File: src/rtl/display_pkg.sv
// Shared constants for the seven-segment floor display: digit count, segment width
// and the hex glyph table (bit0 = segment a).
package display_pkg;

  localparam int unsigned DIGITS = 4;
  localparam int unsigned SEG_W  = 7;

  localparam logic [SEG_W-1:0] SEG_OFF = 7'h00;

  localparam logic [SEG_W-1:0] GLYPHS [16] = '{
    7'h3F, 7'h06, 7'h5B, 7'h4F, 7'h66, 7'h6D, 7'h7D, 7'h07,
    7'h7F, 7'h6F, 7'h77, 7'h7C, 7'h39, 7'h5E, 7'h79, 7'h71
  };

endpackage

File: src/rtl/hex_to_seg7.sv
// Purely combinational nibble-to-glyph decoder for a common-cathode seven-segment digit.
module hex_to_seg7
  import display_pkg::*;
(
  input  logic [3:0]       nibble,
  output logic [SEG_W-1:0] seg
);

  assign seg = GLYPHS[nibble];

endmodule

File: src/rtl/floor_display.sv
// Four-digit time-multiplexed seven-segment driver with a blank slot per digit and
// frame-aligned double buffering of the displayed value and blank mask.
module floor_display
  import display_pkg::*;
#(
  parameter int unsigned DWELL = 16
) (
  input  logic              clk,
  input  logic              rst,
  input  logic              load,
  input  logic [15:0]       value,
  input  logic [DIGITS-1:0] blankMask,
  output logic [DIGITS-1:0] digitSel,
  output logic [SEG_W-1:0]  segments,
  output logic              frameDone,
  output logic              pending
);

  localparam int unsigned CW = (DWELL > 1) ? $clog2(DWELL) : 1;

  logic [CW-1:0]     slot_cnt;
  logic [1:0]        digit_idx;
  logic [15:0]       active_value;
  logic [15:0]       shadow_value;
  logic [DIGITS-1:0] active_mask;
  logic [DIGITS-1:0] shadow_mask;
  logic              pending_q;
  logic              slot_last;
  logic [3:0]        nibble;
  logic [SEG_W-1:0]  glyph;

  assign slot_last = (slot_cnt == CW'(DWELL - 1));
  assign frameDone = slot_last && (digit_idx == 2'd3);
  assign pending   = pending_q;

  always_ff @(posedge clk) begin
    if (rst) begin
      slot_cnt     <= '0;
      digit_idx    <= '0;
      active_value <= '0;
      active_mask  <= '0;
      shadow_value <= '0;
      shadow_mask  <= '0;
      pending_q    <= 1'b0;
    end else begin
      slot_cnt <= slot_last ? '0 : slot_cnt + CW'(1);
      if (slot_last) begin
        digit_idx <= digit_idx + 2'd1;
      end
      // Transfer reads the shadow before this cycle's load can overwrite it.
      if (frameDone && pending_q) begin
        active_value <= shadow_value;
        active_mask  <= shadow_mask;
      end
      if (load) begin
        shadow_value <= value;
        shadow_mask  <= blankMask;
        pending_q    <= 1'b1;
      end else if (frameDone) begin
        pending_q <= 1'b0;
      end
    end
  end

  assign nibble = active_value[{digit_idx, 2'b00} +: 4];

  hex_to_seg7 u_hex_to_seg7 (
    .nibble (nibble),
    .seg    (glyph)
  );

  always_comb begin
    digitSel = '0;
    segments = SEG_OFF;
    if (slot_cnt != '0) begin
      digitSel = DIGITS'(1) << digit_idx;
      if (!active_mask[digit_idx]) begin
        segments = glyph;
      end
    end
  end

endmodule

File: config.mk
export PLATFORM = sky130hd
export DESIGN_NAME = floor_display
export DESIGN_NICKNAME = d
export VERILOG_FILES = /design/src/rtl/display_pkg.sv /design/src/rtl/hex_to_seg7.sv /design/src/rtl/floor_display.sv
export SDC_FILE = /design/constraint.sdc
export NUM_CORES = 1
export LEC_CHECK = 0
export CAP_MARGIN = 20
export CORE_MARGIN = 5
export CORE_UTILIZATION = 45
export DETAILED_ROUTE_END_ITERATION = 7
export HOLD_SLACK_MARGIN = 0.06
export PLACE_DENSITY_LB_ADDON = 0.1
export SLEW_MARGIN = 20
export SYNTH_ARGS = -nofsm -noshare
export SYNTH_HDL_FRONTEND = slang
export SYNTH_HIERARCHICAL = 1
export SYNTH_SLANG_ARGS = --single-unit
File: constraint.sdc
create_clock -name clk -period 7.3 [get_ports clk]
set_input_delay 1.46 -clock clk [delete_from_list [all_inputs] [get_ports clk]]
set_output_delay 1.46 -clock clk [all_outputs]
set_load 0.03 [all_outputs]
# Word level (Yosys, flattened, before mapping)
# Memories as Yosys holds them, arrays and structs flattened.
# Index checks and enable logic that the tools add are counted.
dict set report word_totals {
  latchBits 0
  output_inout_bits 13
  mem_count 1
  in_bits 23
  elab_cells 31
  ramBits 0
  romBits 112
  ff_bits 47
}
# memory depth word_bits rd rd_ports_with_merged_regs write_ports line_no
set mem_list {}
lappend mem_list {{(name not given)} 16 7 1 0 0 hex_to_seg7.sv:9} ;# assign seg = GLYPHS[nibble];
dict set report op_classes {
  add_sub_neg 2
  n_shift 2
  order_cmp 2
  muxes 9
  n_div 0
  bitwise 1
  n_mul 0
  n_eq_ne 2
  n_reduce_logical 5
}
# op n
set ops {}
lappend ops {{two-way mux 7 bit} 4}
lappend ops {{variable part select 16 x 5 -> 4 bit} 1}
lappend ops {{greater-or-equal comparator 5 bit (second input constant)} 1}
lappend ops {{inverter 4 -> 5 bit} 1}
lappend ops {{adder 4 x 1 -> 4 bit (second input constant)} 1}
lappend ops {{equality test 4 bit (second input constant)} 1}
lappend ops {{two-way mux 4 bit} 1}
lappend ops {{nonzero test 4 bit} 1}
lappend ops {{<< shifter 1 x 2 -> 4 bit (first input constant)} 1}
lappend ops {{< comparator 2 x 3 -> 1 bit (second input constant)} 1}
lappend ops {{two-way mux 1 bit} 3}
lappend ops {{adder 2 x 1 -> 2 bit (second input constant)} 1}
lappend ops {{binary-select mux 1 bit (select 2 bit)} 1}
lappend ops {{equality test 2 bit (second input constant)} 1}
lappend ops {{logical AND 1 bit} 2}
lappend ops {{nonzero test 2 bit} 1}
lappend ops {{OR reduction 2 bit} 1}

# Logic depth before layout (Yosys ltp)
dict set report depth {
  ltp_word 7
  depth_mapped 7
  ltp_nobuf 6
}

# Modules after synthesis
# Netlist, hierarchy kept.
# module seq_area_each_um2 cells_per_inst area_per_inst_um2 n_inst
set modules_own_cells {}
lappend modules_own_cells {floor_display 940.9 210 2185.8 1}
lappend modules_own_cells {hex_to_seg7 0.0 33 290.3 1}

# Worst setup path before layout
# No wires, ideal clock.
dict set report synth_path {
  kind {register to output}
  startpoint {register digit_idx[0]}
  endpoint {output segments[3]}
  arrival_time_ps 2125
  slack_ps 3715
  path_stages_with_launch 8
  path_cell_list {dfxtp_1 > buf_6 > mux4_2 > inv_1 > ha_1 > inv_1 > mux4_1 > and2_1}
}
dict set report synth_between {
  elab_chain_len 7
  word_cells_on_any_way 9
}
# item line_no
set synth_rtl {}
lappend synth_rtl {{start: declaration} floor_display.sv:22} ;# logic [1:0] digit_idx;
lappend synth_rtl {{start signal: assignment} floor_display.sv:48} ;# digit_idx <= digit_idx + 2'd1;
lappend synth_rtl {{variable part select 16 x 5 -> 4 bit} floor_display.sv:65} ;# assign nibble = active_value[{digit_idx, 2'b00} +: 4];
lappend synth_rtl {{named net nibble[1]} floor_display.sv:29} ;# logic [3:0] nibble;
lappend synth_rtl {{inverter 4 -> 5 bit (not written as such)} hex_to_seg7.sv:9}
lappend synth_rtl {{memory read (16 x 7 bit)} --}
lappend synth_rtl {{two-way mux 7 bit (not written as such) (2 in a row)} hex_to_seg7.sv:9}
lappend synth_rtl {{named net glyph[3]} floor_display.sv:30} ;# logic [SEG_W-1:0] glyph;
lappend synth_rtl {{two-way mux 7 bit} floor_display.sv:77} ;# if (!active_mask[digit_idx]) begin
lappend synth_rtl {{two-way mux 7 bit} floor_display.sv:75} ;# if (slot_cnt != '0) begin
lappend synth_rtl {{end: declaration} floor_display.sv:14} ;# output logic [SEG_W-1:0] segments,
# The timed path passes the listed nets, and every way through them passes these cells. The select of a mux whose other input is x is not followed.

# Worst setup path in the final report
# Ends and elaborated chain as after synthesis.

==> impl_metrics.ini <==
[routing]
routed_via_density = 4.78
routed_wl_mm = 4.18
drc = 0
firstDrtPassIters = 4
vias = 1635
final_antenna_net_count = 0
drt_iter0_markers = 41
routedWlPerCell_um = 12.2

[sta]
drv_slew = 0
rsz0062_at_grt = false
period_share = 0.636
fin_skew_ps = 12.2
min_period_ps = 4640
fin_tns_setup_ps = 0
setup_viol = 0
hold_viol_final = 0
relSlewSlack = 0.603
tightest_slew_ps = 594
clock.fmax_ghz = 0.215

[logic_synthesis]
yosys-top-cells-area = dfxtp_1, mux2i_1, nand2b_1, ha_1, mux4_2
yosys.area.top_type_share = 0.380
syn_inst = 243
syn-num-nets = 279
yosysUniqueCellTypes = 33
synth.yosys.warnings = 6
synth_seq_cells = 47
ys.flop_type = dfxtp_1
synth.yosys.seq_area_share = 0.380
post_synth.cell_area_avg_um2 = 10.2
synth_area_mm2 = 0.00248
synth_edf_count = 0
yosysTopAreaCell = dfxtp_1
async_flop_share = 0

[setup_path]
worstPathRequired_ps = 5840
cp_max_fo = 9
cp.arrival_ps = 3180
endpoint_kind = primary output
cp-start-kind = flip-flop
crit_type = flip-flop to primary output
regToRegStartpoint = slot_cnt[0]
cp-startpoint = digit_idx[0]

[run]
max-cap-violations = 0

[layout]
nets = 305
drive_above_1_share = 0.0778
final_cell_area_mm2 = 0.00292
area_growth_pct = 17.8
antenna_cells = 0

[floorplanning]
fp-row-count = 27
dieHeight_um = 84.2
die_area_mm2 = 0.00709
core-area_mm2 = 0.00544
die_x_um = 84.2
io_pins = 36
initial_utilization = 0.455

[clocking]
clk_latency_ps = 300
cts_resized = 0
hold_buffers = 0
clock_path_buffers = 2
clk_pin_slew_ps = 80
numCtsBuffers = 5
cts_setup_buffers = 0
htree_levels = 2
cts.sinks = 47
cts_tree = built
cts_root_buf = clkbuf_8

[power]
switching_share = 0.233
p_seq_frac = 0.499
powerDensity_mw_per_mm2 = 185
p_leak_nw = 1.07
p_comb_frac = 0.132
p_int_uw = 415
clockPowerShare = 0.369
ir_worst_vdd_uv = 112
p_switching_uw = 126

[grt]
gr-usage-all-layers = 0.121
grt_max_degree = 68
antenna_found_initial = 0
overflow = 0
grt_first_pass_wirelength_mm = 7.11
grt_pass1_vias = 1527

[place]
dp_hpwl_mm = 2.96
finalWeightedCongestion = 0.816
place_area_mm2 = 0.00280
io_buffers = 35

[hold_path]
hp-start = active_value[11]
min_path_type = flip-flop to flip-flop

[run_status]
status = finished, final reports clean
## stage by stage
stage               utilization  total power, mW  hold WS (ps)  instances  setup slack, ps
CTS                       0.536            0.548           477        342             2620
detailed placement        0.514            0.348           460        334             2950
floorplan                     -            0.318           445        243             3720
finish                    0.536            0.541           474        342             2660
global route              0.536            0.565           492        342             2450
global placement          0.514            0.347           463        334             3010
## cells in the mapped netlist (2+ instances only)
master    instances
xnor2_1           2
mux2_2            2
buf_6             4
mux2i_1          43
a21oi_1           6
dfxtp_1          47
and2_1            7
buf_2             5
nor3b_1           2
inv_1            11
clkbuf_1          6
mux4_2            5
nand2b_1         41
nor2b_1           5
ha_1             13
nor3_1            3
nor2_1           24
buf_12            2
## sequential cells by signal, indices dropped and copies added, names as in the netlist
register,flops
active_mask,4
digit_idx,2
active_value,16
shadow_value,16
shadow_mask,4
slot_cnt,4
pending,1
## routing by layer
metal	up-vias	GRT usage	part of all wire
met3	6	0.0363	0.051
met2	36	0.185	0.44
met4	0	0.0395	0.0096
met5	-	0	0
met1	738	0.165	0.50
li1	855	-	-
## cells in the final DEF, fill, tap and decap left out, types with 2 or more instances in the layout
master | netlist | routed
and2_1 | 7 | 7
xnor2_1 | 2 | 2
mux2_2 | 2 | 2
ha_1 | 13 | 13
clkbuf_8 | 0 | 6
nor2_1 | 24 | 24
nor3b_1 | 2 | 2
nand2b_1 | 41 | 41
inv_1 | 11 | 11
a21oi_1 | 6 | 6
nor3_1 | 3 | 3
buf_4 | 0 | 2
nor2b_1 | 5 | 5
mux4_2 | 5 | 5
mux2i_1 | 43 | 43
clkdlybuf4s50_1 | 0 | 35
dfxtp_1 | 47 | 47
## worst max-delay path: stages (launching register included)
cell and delay (ps):
dfxtp_1 610, mux4_2 640, inv_1 150, ha_1 250, inv_1 50, mux4_1 460
and2_1 140, clkdlybuf4s50_1 580
## cell families (layout without fill, tap and decap cells)
group / after synthesis / in the layout / share of synthesized area
buffers and inverters: 29 / 56 / 0.0717
adders and majority gates: 13 / 13 / 0.0657
and+or+nand+nor: 90 / 90 / 0.205
DFF: 47 / 47 / 0.380
muxes: 52 / 52 / 0.245
xor gates and xnor gates: 2 / 2 / 0.00708
AOI/OAI and AO/OA: 10 / 10 / 0.0253
## power by group through the flow
stage	combinational [mW]	clock, mW	sequential (mW)
2_1_floorplan	0.0430	0	0.275
3_3_place_gp	0.0718	0	0.275
3_5_place_dp	0.0723	0	0.276
4_1_cts	0.0725	0.206	0.270
5_1_grt	0.0773	0.217	0.271
6_report	0.0712	0.200	0.270
## cell type report
cell class | count | area [um2]
repair buffers | 37 | 365
clock inverters | 2 | 38.8
clock buffers | 6 | 82.6
flip-flops and latches | 47 | 941
inverters | 11 | 41.3
multi-input cells | 167 | 1360
well taps | 72 | 90.1
fillers | 497 | 2520
## worst paths after layout
check / end / slack (ps) / depth (start not counted)
worst min-delay path: active_value[11] / 470 / 2
worst max register to register: active_value[3] / 5570 / 4
worst max-delay path: segments[3] / 2660 / 7
worst min register to register: active_value[11] / 470 / 2
No activity file was read; power rests on OpenSTA's default activity.
